--- src/rtl/mul16_seq_pkg.sv ---
// Shared definitions for the sequential 16-bit shift-and-add multiplier:
// FSM state encoding and the iteration bound.
package mul16_seq_pkg;

  localparam int MUL_WIDTH = 16;

  typedef enum logic [1:0] {
    S_IDLE = 2'd0,
    S_RUN  = 2'd1,
    S_DONE = 2'd2
  } state_e;

  localparam logic [3:0] ITER_LAST = 4'd15;

endpackage

--- src/rtl/mul16_seq_if.sv ---
// Request/result bundle between the ALU sequencer (master) and mul16_seq (slave).
interface mul16_seq_if;
  import mul16_seq_pkg::*;

  logic                 start;
  logic [MUL_WIDTH-1:0] a;
  logic [MUL_WIDTH-1:0] b;
  logic                 busy;
  logic                 done;
  logic [MUL_WIDTH-1:0] product;

  modport master (output start, a, b, input  busy, done, product);
  modport slave  (input  start, a, b, output busy, done, product);

endinterface

--- src/rtl/mul16_seq_add16.sv ---
// Add16: plain 16-bit adder; the carry-out falls off the top, so sums wrap mod 2^16.
module Add16 (
  input  logic [15:0] i_a,
  input  logic [15:0] i_b,
  output logic [15:0] o_sum
);

  assign o_sum = i_a + i_b;

endmodule

--- src/rtl/mul16_seq.sv ---
// Sequential shift-and-add multiplier: low 16 bits of a*b in exactly 16 RUN
// cycles, sharing a single Add16 between the partial product and multiplicand.
module mul16_seq
  import mul16_seq_pkg::*;
#(
  parameter int WIDTH = 16
) (
  input  logic        clk,
  input  logic        rst_n,
  mul16_seq_if.slave  bus
);

  if (WIDTH != MUL_WIDTH) begin : g_bad_width
    $error("mul16_seq: only WIDTH=16 is supported");
  end

  state_e      r_state;
  logic [15:0] r_mcand;
  logic [15:0] r_mplier;
  logic [15:0] r_acc;
  logic [3:0]  r_count;
  logic [15:0] r_product;

  logic [15:0] w_sum;
  logic [15:0] w_next_acc;

  Add16 u_add16 (
    .i_a   (r_acc),
    .i_b   (r_mcand),
    .o_sum (w_sum)
  );

  assign w_next_acc = r_mplier[0] ? w_sum : r_acc;

  // NOTE: datapath registers are reset along with the FSM so an aborted
  // operation leaves no stale partial product behind; all state uses <=.
  always_ff @(posedge clk or negedge rst_n) begin
    if (!rst_n) begin
      r_state   <= S_IDLE;
      r_mcand   <= '0;
      r_mplier  <= '0;
      r_acc     <= '0;
      r_count   <= '0;
      r_product <= '0;
    end else begin
      case (r_state)
        S_IDLE, S_DONE: begin
          if (bus.start) begin
            r_mcand  <= bus.a;
            r_mplier <= bus.b;
            r_acc    <= '0;
            r_count  <= '0;
            r_state  <= S_RUN;
          end else begin
            r_state  <= S_IDLE;
          end
        end
        S_RUN: begin
          r_acc    <= w_next_acc;
          r_mcand  <= r_mcand << 1;
          r_mplier <= r_mplier >> 1;
          r_count  <= r_count + 4'd1;
          if (r_count == ITER_LAST) begin
            r_product <= w_next_acc;
            r_state   <= S_DONE;
          end
        end
        default: r_state <= S_IDLE;
      endcase
    end
  end

  assign bus.busy    = (r_state == S_RUN);
  assign bus.done    = (r_state == S_DONE);
  assign bus.product = r_product;

endmodule

--- src/flat_wrapper.sv ---
// flat-port wrapper written by rule: the top's interface ports become plain ports
module mul16_seq_flat import mul16_seq_pkg::*;
#(
  parameter int WIDTH = 16
)
  (clk, rst_n, bus_start, bus_a, bus_b, bus_busy, bus_done, bus_product);
  mul16_seq_if bus_i ();
  input  logic clk;
  input  logic rst_n;
  input wire logic [$bits(bus_i.start)-1:0] bus_start;
  input wire logic [$bits(bus_i.a)-1:0] bus_a;
  input wire logic [$bits(bus_i.b)-1:0] bus_b;
  output wire logic [$bits(bus_i.busy)-1:0] bus_busy;
  output wire logic [$bits(bus_i.done)-1:0] bus_done;
  output wire logic [$bits(bus_i.product)-1:0] bus_product;
  assign bus_i.start = bus_start;
  assign bus_i.a = bus_a;
  assign bus_i.b = bus_b;
  assign bus_busy = bus_i.busy;
  assign bus_done = bus_i.done;
  assign bus_product = bus_i.product;
  mul16_seq #(.WIDTH(WIDTH)) u_core (.clk(clk), .rst_n(rst_n), .bus(bus_i));
endmodule
--- config.mk ---
export PLATFORM = sky130hd
export DESIGN_NAME = mul16_seq_flat
export DESIGN_NICKNAME = d
export VERILOG_FILES = /design/src/rtl/mul16_seq_pkg.sv /design/src/rtl/mul16_seq_if.sv /design/src/rtl/mul16_seq_add16.sv /design/src/rtl/mul16_seq.sv /design/src/flat_wrapper.sv
export SDC_FILE = /design/constraint.sdc
export NUM_CORES = 1
export LEC_CHECK = 0
export BUFFER_PORTS_ARGS = -buffer_cell sky130_fd_sc_hd__buf_2
export CELL_PAD_IN_SITES_DETAIL_PLACEMENT = 0
export CELL_PAD_IN_SITES_GLOBAL_PLACEMENT = 1
export CORE_MARGIN = 1.5
export CORE_UTILIZATION = 44
export DETAILED_ROUTE_END_ITERATION = 8
export PLACE_DENSITY_LB_ADDON = 0.1
export SYNTH_ARGS = -nofsm -noshare
export SYNTH_HDL_FRONTEND = slang
export SYNTH_SLANG_ARGS = --single-unit
--- constraint.sdc ---
create_clock -name clk -period 3.2 [get_ports clk]
set_clock_uncertainty 0.15 [all_clocks]
set_input_delay 0.16 -clock clk [delete_from_list [all_inputs] [get_ports clk]]
set_output_delay 0.16 -clock clk [all_outputs]
set_load 0.005 [all_outputs]
==> results of run 1 <==
[sequential cells by signal (all words and copies together), names as in the netlist]
| register | cells |
|---|---|
| u_core.r_count | 4 |
| u_core.r_acc | 16 |
| u_core.bus.product | 16 |
| u_core.r_state | 2 |
| u_core.r_mcand | 16 |
| u_core.r_mplier | 16 |
[kinds of logic (layout without fill, tap and decap cells)]
kind of cell,count (synthesis),in the layout
simple gates,134,134
compound gates,98,98
flops,70,70
buf+inv,35,120
fa+ha+maj,17,17
mux,15,15
xor+xnor,14,14
[where the power goes]
part | total [mW] | internal, mW | leakage [nW] | switching [mW]
clock | 0.586 | 0.292 | 0.0821 | 0.294
combinational | 2.31 | 0.989 | 1.23 | 1.32
sequential | 1.60 | 1.30 | 0.864 | 0.303
[cell usage after synthesis, types with 2 or more instances]
master    instances  share of area
a22oi_1          31          0.064
xor2_1            6          0.014
and3_1            2         0.0034
a22o_1            3         0.0072
xnor2_1           8          0.019
a21o_1            5          0.010
o211ai_1          3         0.0062
ha_1             16          0.055
inv_1            14          0.014
o21ai_1           5         0.0069
a21oi_1          12          0.017
nand2_1          89          0.092
o21a_1            4         0.0083
o21ai_0          23          0.032
clkbuf_1         18          0.019
nand3_1          19          0.026
nor3_1            3         0.0041
nand2b_1          2         0.0034
mux2_2            5          0.015
nor2_1            8         0.0083
mux2i_1           9          0.025
nand4_1           2         0.0034
nor2b_1           3         0.0052
nand3b_1          2         0.0041
o21bai_1          2         0.0041
dfrtp_1          70           0.48
[worst min-delay path by stage]
| stage | startpoint | to | slack (ns) | depth (start not counted) |
|---|---|---|---|---|
| CTS | rst_n | u_core.bus.product[4]$_DFFE_PN0P_ | 0.25 | 3 |
| global placement | rst_n | u_core.bus.product[0]$_DFFE_PN0P_ | 0.07 | 2 |
| floorplan | rst_n | u_core.bus.product[0]$_DFFE_PN0P_ | -0.29 | 0 |
| detailed placement | rst_n | u_core.bus.product[4]$_DFFE_PN0P_ | 0.08 | 2 |
| global route | rst_n | u_core.bus.product[0]$_DFFE_PN0P_ | 0.27 | 3 |
| finish | rst_n | u_core.bus.product[4]$_DFFE_PN0P_ | 0.24 | 3 |
[worst max-delay path, stage by stage, from the launching register on]
cell,delay [ns]
dfrtp_1,0.40
ha_1,0.24
fa_1,0.41
a21o_1,0.20
a221oi_2,0.34
a22oi_1,0.19
a31oi_1,0.22
xor2_1,0.10
mux2_2,0.27
o21ai_1,0.11
[layer usage]
| layer | part of all wire | vias to the layer above | GRT usage |
|---|---|---|---|
| li1 | - | 1504 | - |
| met1 | 0.52 | 1400 | 0.303 |
| met2 | 0.44 | 58 | 0.313 |
| met3 | 0.040 | 4 | 0.0453 |
| met4 | 0.0056 | 0 | 0.0597 |
| met5 | 0 | - | 0 |
[cell type report]
cell class / instances / area [um^2] / area share
tap: 102 / 128 / 0.0285
sequential: 70 / 1750 / 0.391
inverter: 15 / 56.3 / 0.0126
multi-input combinational: 278 / 1760 / 0.392
timing repair buffer: 91 / 636 / 0.142
clock inverter: 2 / 10.0 / 0.00223
clock buffer: 12 / 145 / 0.0324
[through the flow]
step                power [mW]  hold WS, ns  cell area [um^2]  utilization  cells
detailed placement        3.90       0.0791              4000        0.509    523
finish                    4.50        0.236              4480        0.571    570
CTS                       4.54        0.248              4480        0.571    570
floorplan                 3.28       -0.286              3640            -    383
global route              4.94        0.269              4480        0.571    570
global placement          3.84       0.0718              4000        0.509    523
[timing repair]
item,CTS,global route
hold buffers,33,0
setup endpoints to repair,0,0
endpoints found under the hold margin,102,0
setup buffers,0,0
gates resized for setup,0,0
==> metrics.md, run 1 <==
| Metric | Value |
|---|---|
| Iter 0 DRT Violations | `106` |
| Top-Level Pins | `53` |
| Final setup margin | `0.496 ns` |
| Largest net degree at the start of global routing | `39` |
| FFs w/ async S/R, synth | `1.00` |
| Crit. Startpoint | `u_core.r_acc[0]$_DFFE_PN0P_` |
| Post-place setup slack | `slightly above 0.5 ns` |
| Largest family of logic cells by synthesized area | `compound AO/OA/AOI/OAI gates` |
| Post-synth EDFFs | `0` |
| Unique cell type count in the Yosys netlist | `45` |
| Synth Area per Inst | `9.49 um^2` |
| Reg-to-reg slack, setup | `a little under 0.5 ns` |
| Slew Limit Fails | `0` |
| H-tree depth | `3` |
| Avg WL per Cell | `14.4 um` |
| # diodes | `0` |
| XOR/XNOR Fraction of Synth Area | `0.0337` |
| Flops & latches, synth | `70` |
| Post-DR vias/cell | `between 5 and 6` |
| CTS tree | `yes` |
| Max Cap Violations | `0` |
| Startpoint Class | `flop` |
| Fin. Hold Viols | `0` |
| Syn. warnings | `0` |
| Overflow after GRT | `0` |
| Vias in the first global route | `2916` |
| Most used DFF post-synth | `dfrtp_1` |
| I/O Buffers | `between 50 and 60` |
| Reg2reg end | `u_core.bus.product[12]$_DFFE_PN0P_` |
| Post-synthesis compound-gate area fraction | `0.183` |
| Share of cells above drive strength 1 | `0.184` |
| Final setup fails | `0` |
| RSZ-0062 raised after global routing | `no` |
| Worst-Skew Late Latency | `between 0.3 and 0.4 ns` |
| GPL Wtd Cong | `0.786` |
| Most frequent cells in the layout | `nand2_1 (89), dfrtp_1 (70), buf_2 (52)` |
| Crit end category | `flop` |
| P&R area growth vs syn | `23.3%` |
| Synth Cell Area | `3640 um^2` |
| DRC Markers | `0` |
| Tightest Pin Transition | `about 0.9 ns` |
| Die footprint | `around 9000 um^2` |
| Commonest non-fill, non-tap cell in the layout | `nand2_1` |
| Simple-gate share of the synthesized area | `0.160` |
| Core region area | `between 7000 and 8000 um^2` |
| Hpwl dp | `5.67 mm` |
| Clock buffer count from CTS | `9` |
| Sequential element share of the synthesized area | `0.482` |
| Post-synthesis adder-cell area fraction | `0.0606` |
| Post-synthesis cell count | `383` |
| Fill cell count | `742` |
| First-pass GRT wire length | `14.2 mm` |
| Worst r2r path cells | `9` |
| Row Count | `32` |
| Critical path required time | `3.29 ns` |
| Clk buf depth | `2` |
| Critical Path End | `u_core.bus.product[12]$_DFFE_PN0P_` |
| Critical path type | `flop to flop` |
| Power Density | `1000 nW/um^2` |
| Crit-path max FO | `3` |
| Multiplexer share of the synthesized area | `0.0444` |
| Peak supply drop | `0.405 mV` |
| Minimum clock period | `2.70 ns` |
| Die width | `93.9 um` |
| Reg clk slew, reported paths | `0.07 ns` |
| Routed WL | `8.20 mm` |
| Setup TNS | `0 ns` |
| Initial Util | `0.463` |
| Worst r2r src | `u_core.r_acc[0]$_DFFE_PN0P_` |
| CTS Sinks | `70` |
| Die Y | `93.9 um` |
| Vias | `between 2000 and 3000` |
| Nets | `517` |
| Max_slew headroom | `0.396` |
| Data arrival, critical path | `around 2.8 ns` |
| Hold Path Class | `input port to async pin` |
| Clock Tree Root | `clkbuf_8` |
| DRT Pass-1 Iters | `4` |
| Synthesized net count | `435` |
| Period utilization | `0.845` |
| Status | `completed` |
| Routed Antenna Nets | `0` |
| Fmax | `370 MHz` |
| Initial antenna violation count | `0` |
| GRT Total Usage | `0.209` |
| P_leak | `approximately 2.2 nW` |
(Power assumes the default switching activity.)
==> run 2, diff against run 1 <==
==> constraint.sdc (replaced) <==
create_clock -name clk -period 2.5 [get_ports clk]
set_clock_uncertainty 0.15 [all_clocks]
set_input_delay 0.125 -clock clk [delete_from_list [all_inputs] [get_ports clk]]
set_output_delay 0.125 -clock clk [all_outputs]
set_load 0.005 [all_outputs]
==> metrics.md, run 2 (same netlist as run 1, synthesis figures left out) <==
| Metric | Value |
|---|---|
| Status | `finished with violations` |
| Failing checks | `negative setup slack` |
| Core region area | `7850 um^2 (unchanged)` |
| Hold Path Class | `input port to async pin` |
| Reg area | `1750 um^2 (about the same)` |
| I/O Buffers | `52 (unchanged)` |
| Nets | `531 (+2.7%)` |
| CTS Sinks | `70 (unchanged)` |
| Top-Level Pins | `53 (unchanged)` |
| Vias in the first global route | `2958 (+1.4%)` |
| Fin. Hold Viols | `0 (unchanged)` |
| Critical Path End | `u_core.bus.product[12]$_DFFE_PN0P_` |
| Crit. Startpoint | `u_core.r_mcand[0]$_DFFE_PN0P_` |
| RSZ-0062 raised after global routing | `yes` |
| DRC Markers | `0 (unchanged)` |
| Worst path max stage delay | `0.39 ns (-0.02 ns)` |
| Crit-path max FO | `3 (unchanged)` |
| Vias | `3000 (+1.1%)` |
| DRT Pass-1 Iters | `4 (unchanged)` |
| Critical path type | `flop to flop` |
| GPL Wtd Cong | `0.850 (+8.2%)` |
| Avg WL per Cell | `14.5 um (+0.59%)` |
| Data arrival, critical path | `2.64 ns (-0.16 ns)` |
| Largest net degree at the start of global routing | `40 (+2.6%)` |
| Fill cell count | `714 (-3.8%)` |
| Crit end category | `flop` |
| Final setup fails | `3 (+3)` |
| Clk buf depth | `2 (unchanged)` |
| Setup TNS | `-0.129 ns (-0.129 ns)` |
| Number of cells on the critical path | `9 (unchanged)` |
| Initial Util | `0.463 (unchanged)` |
| Die footprint | `8820 um^2 (unchanged)` |
| Crit-path slowest cell | `dfrtp_1` |
| Worst-Skew Late Latency | `0.34 ns (about the same)` |
| Max_slew headroom | `0.514 (+0.118)` |
| Reg-to-reg slack, setup | `-0.06 ns (-0.56 ns)` |
| Reg clk slew, reported paths | `0.07 ns (about the same)` |
| Critical path required time | `2.58 ns (-0.71 ns)` |
| Minimum clock period | `2.56 ns (-0.141 ns)` |
| Slew Limit Fails | `0 (unchanged)` |
| CTS tree | `yes` |
| First-pass GRT wire length | `14.5 mm (+2.4%)` |
| Die Y | `93.9 um (unchanged)` |
| Hpwl dp | `5.70 mm (+0.51%)` |
| Row Count | `32 (unchanged)` |
| # diodes | `0 (unchanged)` |
| Share of cells above drive strength 1 | `0.227 (+0.0435)` |
| Placed Area | `4090 um^2 (+2.2%)` |
| Clock Tree Root | `clkbuf_8` |
| Power Density | `1330 nW/um^2 (+32%)` |
| Tightest Pin Transition | `0.729 ns (-0.175 ns)` |
| Worst r2r path cells | `9 (unchanged)` |
| Peak supply drop | `0.525 mV (+30%)` |
| Most frequent cells in the layout | `nand2_1 (89), dfrtp_1 (69), buf_2 (52)` |
| Final setup margin | `-0.0635 ns (-0.559 ns)` |
| Post-DR vias/cell | `5.12 (-1.6%)` |
| Overflow after GRT | `0 (unchanged)` |
| Worst path cell trace | `ha_2 -> fa_2 -> a21o_1 -> a221oi_4 -> a22oi_2 -> a31oi_1 -> xor2_1 -> mux2_4 -> o21ai_2` |
| CP Buf/Inv Count | `0 (unchanged)` |
| Max Cap Violations | `0 (unchanged)` |
| P_leak | `2.28 nW (+4.9%)` |
| Startpoint Class | `flop` |
| Routed Antenna Nets | `0 (unchanged)` |
| Routed WL | `8.48 mm (+3.4%)` |
| Crit-path leading delay family | `compound AO/OA/AOI/OAI gates` |
| Multi-input logic area | `1870 um^2 (+6.4%)` |
| Commonest non-fill, non-tap cell in the layout | `nand2_1` |
| Worst r2r src | `u_core.r_mcand[0]$_DFFE_PN0P_` |
| Initial antenna violation count | `0 (unchanged)` |
| Final instance area | `4750 um^2 (+5.9%)` |
| Period utilization | `1.03 (+0.180)` |
| Die width | `93.9 um (unchanged)` |
| Reg2reg end | `u_core.bus.product[12]$_DFFE_PN0P_` |
| Fmax | `390 MHz (+5.5%)` |
| H-tree depth | `3 (unchanged)` |
| P&R area growth vs syn | `30.6%` |
| GRT Total Usage | `0.212 (+0.00386)` |
| Iter 0 DRT Violations | `143 (+35%)` |
| Clock buffer count from CTS | `9 (unchanged)` |
==> run 2: repair_timing <==
item,in CTS,in global routing
gates resized for setup,4,17
setup endpoints to repair,5,10
pin swaps,4,14
hold endpoints to repair,63,0
setup buffers,1,5
hold buffers,33,0
==> run 2: per-stage QoR <==
stage	hold WS [ns]	power [mW]	cells	worst slack (ns)	util
after floorplan	-0.321	4.20	383	0.0244	-
after global placement	0.0766	5.03	531	-0.0334	0.521
after detailed placement	0.0879	5.12	531	-0.0935	0.521
after CTS	0.209	6.09	581	-0.0169	0.589
after global routing	0.257	6.88	586	-0.160	0.605
final	0.221	6.31	586	-0.0635	0.605
==> run 2: per-layer routing <==
| metal | share of wire | vias to the layer above | track usage |
|---|---|---|---|
| met1 | 0.52 | 1395 | 0.312 |
| li1 | - | 1541 | - |
| met4 | 0.0084 | 0 | 0.0659 |
| met5 | 0 | - | 0 |
| met3 | 0.038 | 6 | 0.0485 |
| met2 | 0.43 | 58 | 0.310 |
==> run 2: worst min path at each step <==
stage              start  slack (ns)  depth (start not counted)                                end
6_report           rst_n        0.22                          2  u_core.bus.product[0]$_DFFE_PN0P_
3_5_place_dp       rst_n        0.09                          1  u_core.bus.product[0]$_DFFE_PN0P_
2_1_floorplan      rst_n       -0.32                          0  u_core.bus.product[0]$_DFFE_PN0P_
3_3_place_gp       rst_n        0.08                          1  u_core.bus.product[0]$_DFFE_PN0P_
5_1_grt        bus_start        0.26                          5    u_core.r_mplier[12]$_DFFE_PN0P_
4_1_cts        bus_start        0.21                          5    u_core.r_mplier[12]$_DFFE_PN0P_
==> run 2: area by class of cell <==
cell class / instances / share of cell area
Clock buffer: 15 / 0.0308
Tap cell: 102 / 0.0269
Timing Repair Buffer: 105 / 0.161
Multi-Input combinational cell: 278 / 0.394
Clock inverter: 1 / 0.00632
Inverter: 15 / 0.0119
Sequential cell: 70 / 0.369
==> run 2: worst reg2reg max path: cells and delay by family, from the launching register on <==
kind / cells / cell delay, ns
mux: 1 / 0.19
fa+ha+maj: 2 / 0.53
xor+xnor: 1 / 0.23
compound gates: 5 / 0.96
flops: 1 / 0.39
==> run 2: report_power, final <==
part / internal [mW] / leakage (nW) / total (mW) / switching, mW
Combinational: 1.51 / 1.34 / 3.35 / 1.83
Sequential: 1.66 / 0.862 / 2.09 / 0.427
Clock: 0.465 / 0.0859 / 0.874 / 0.409
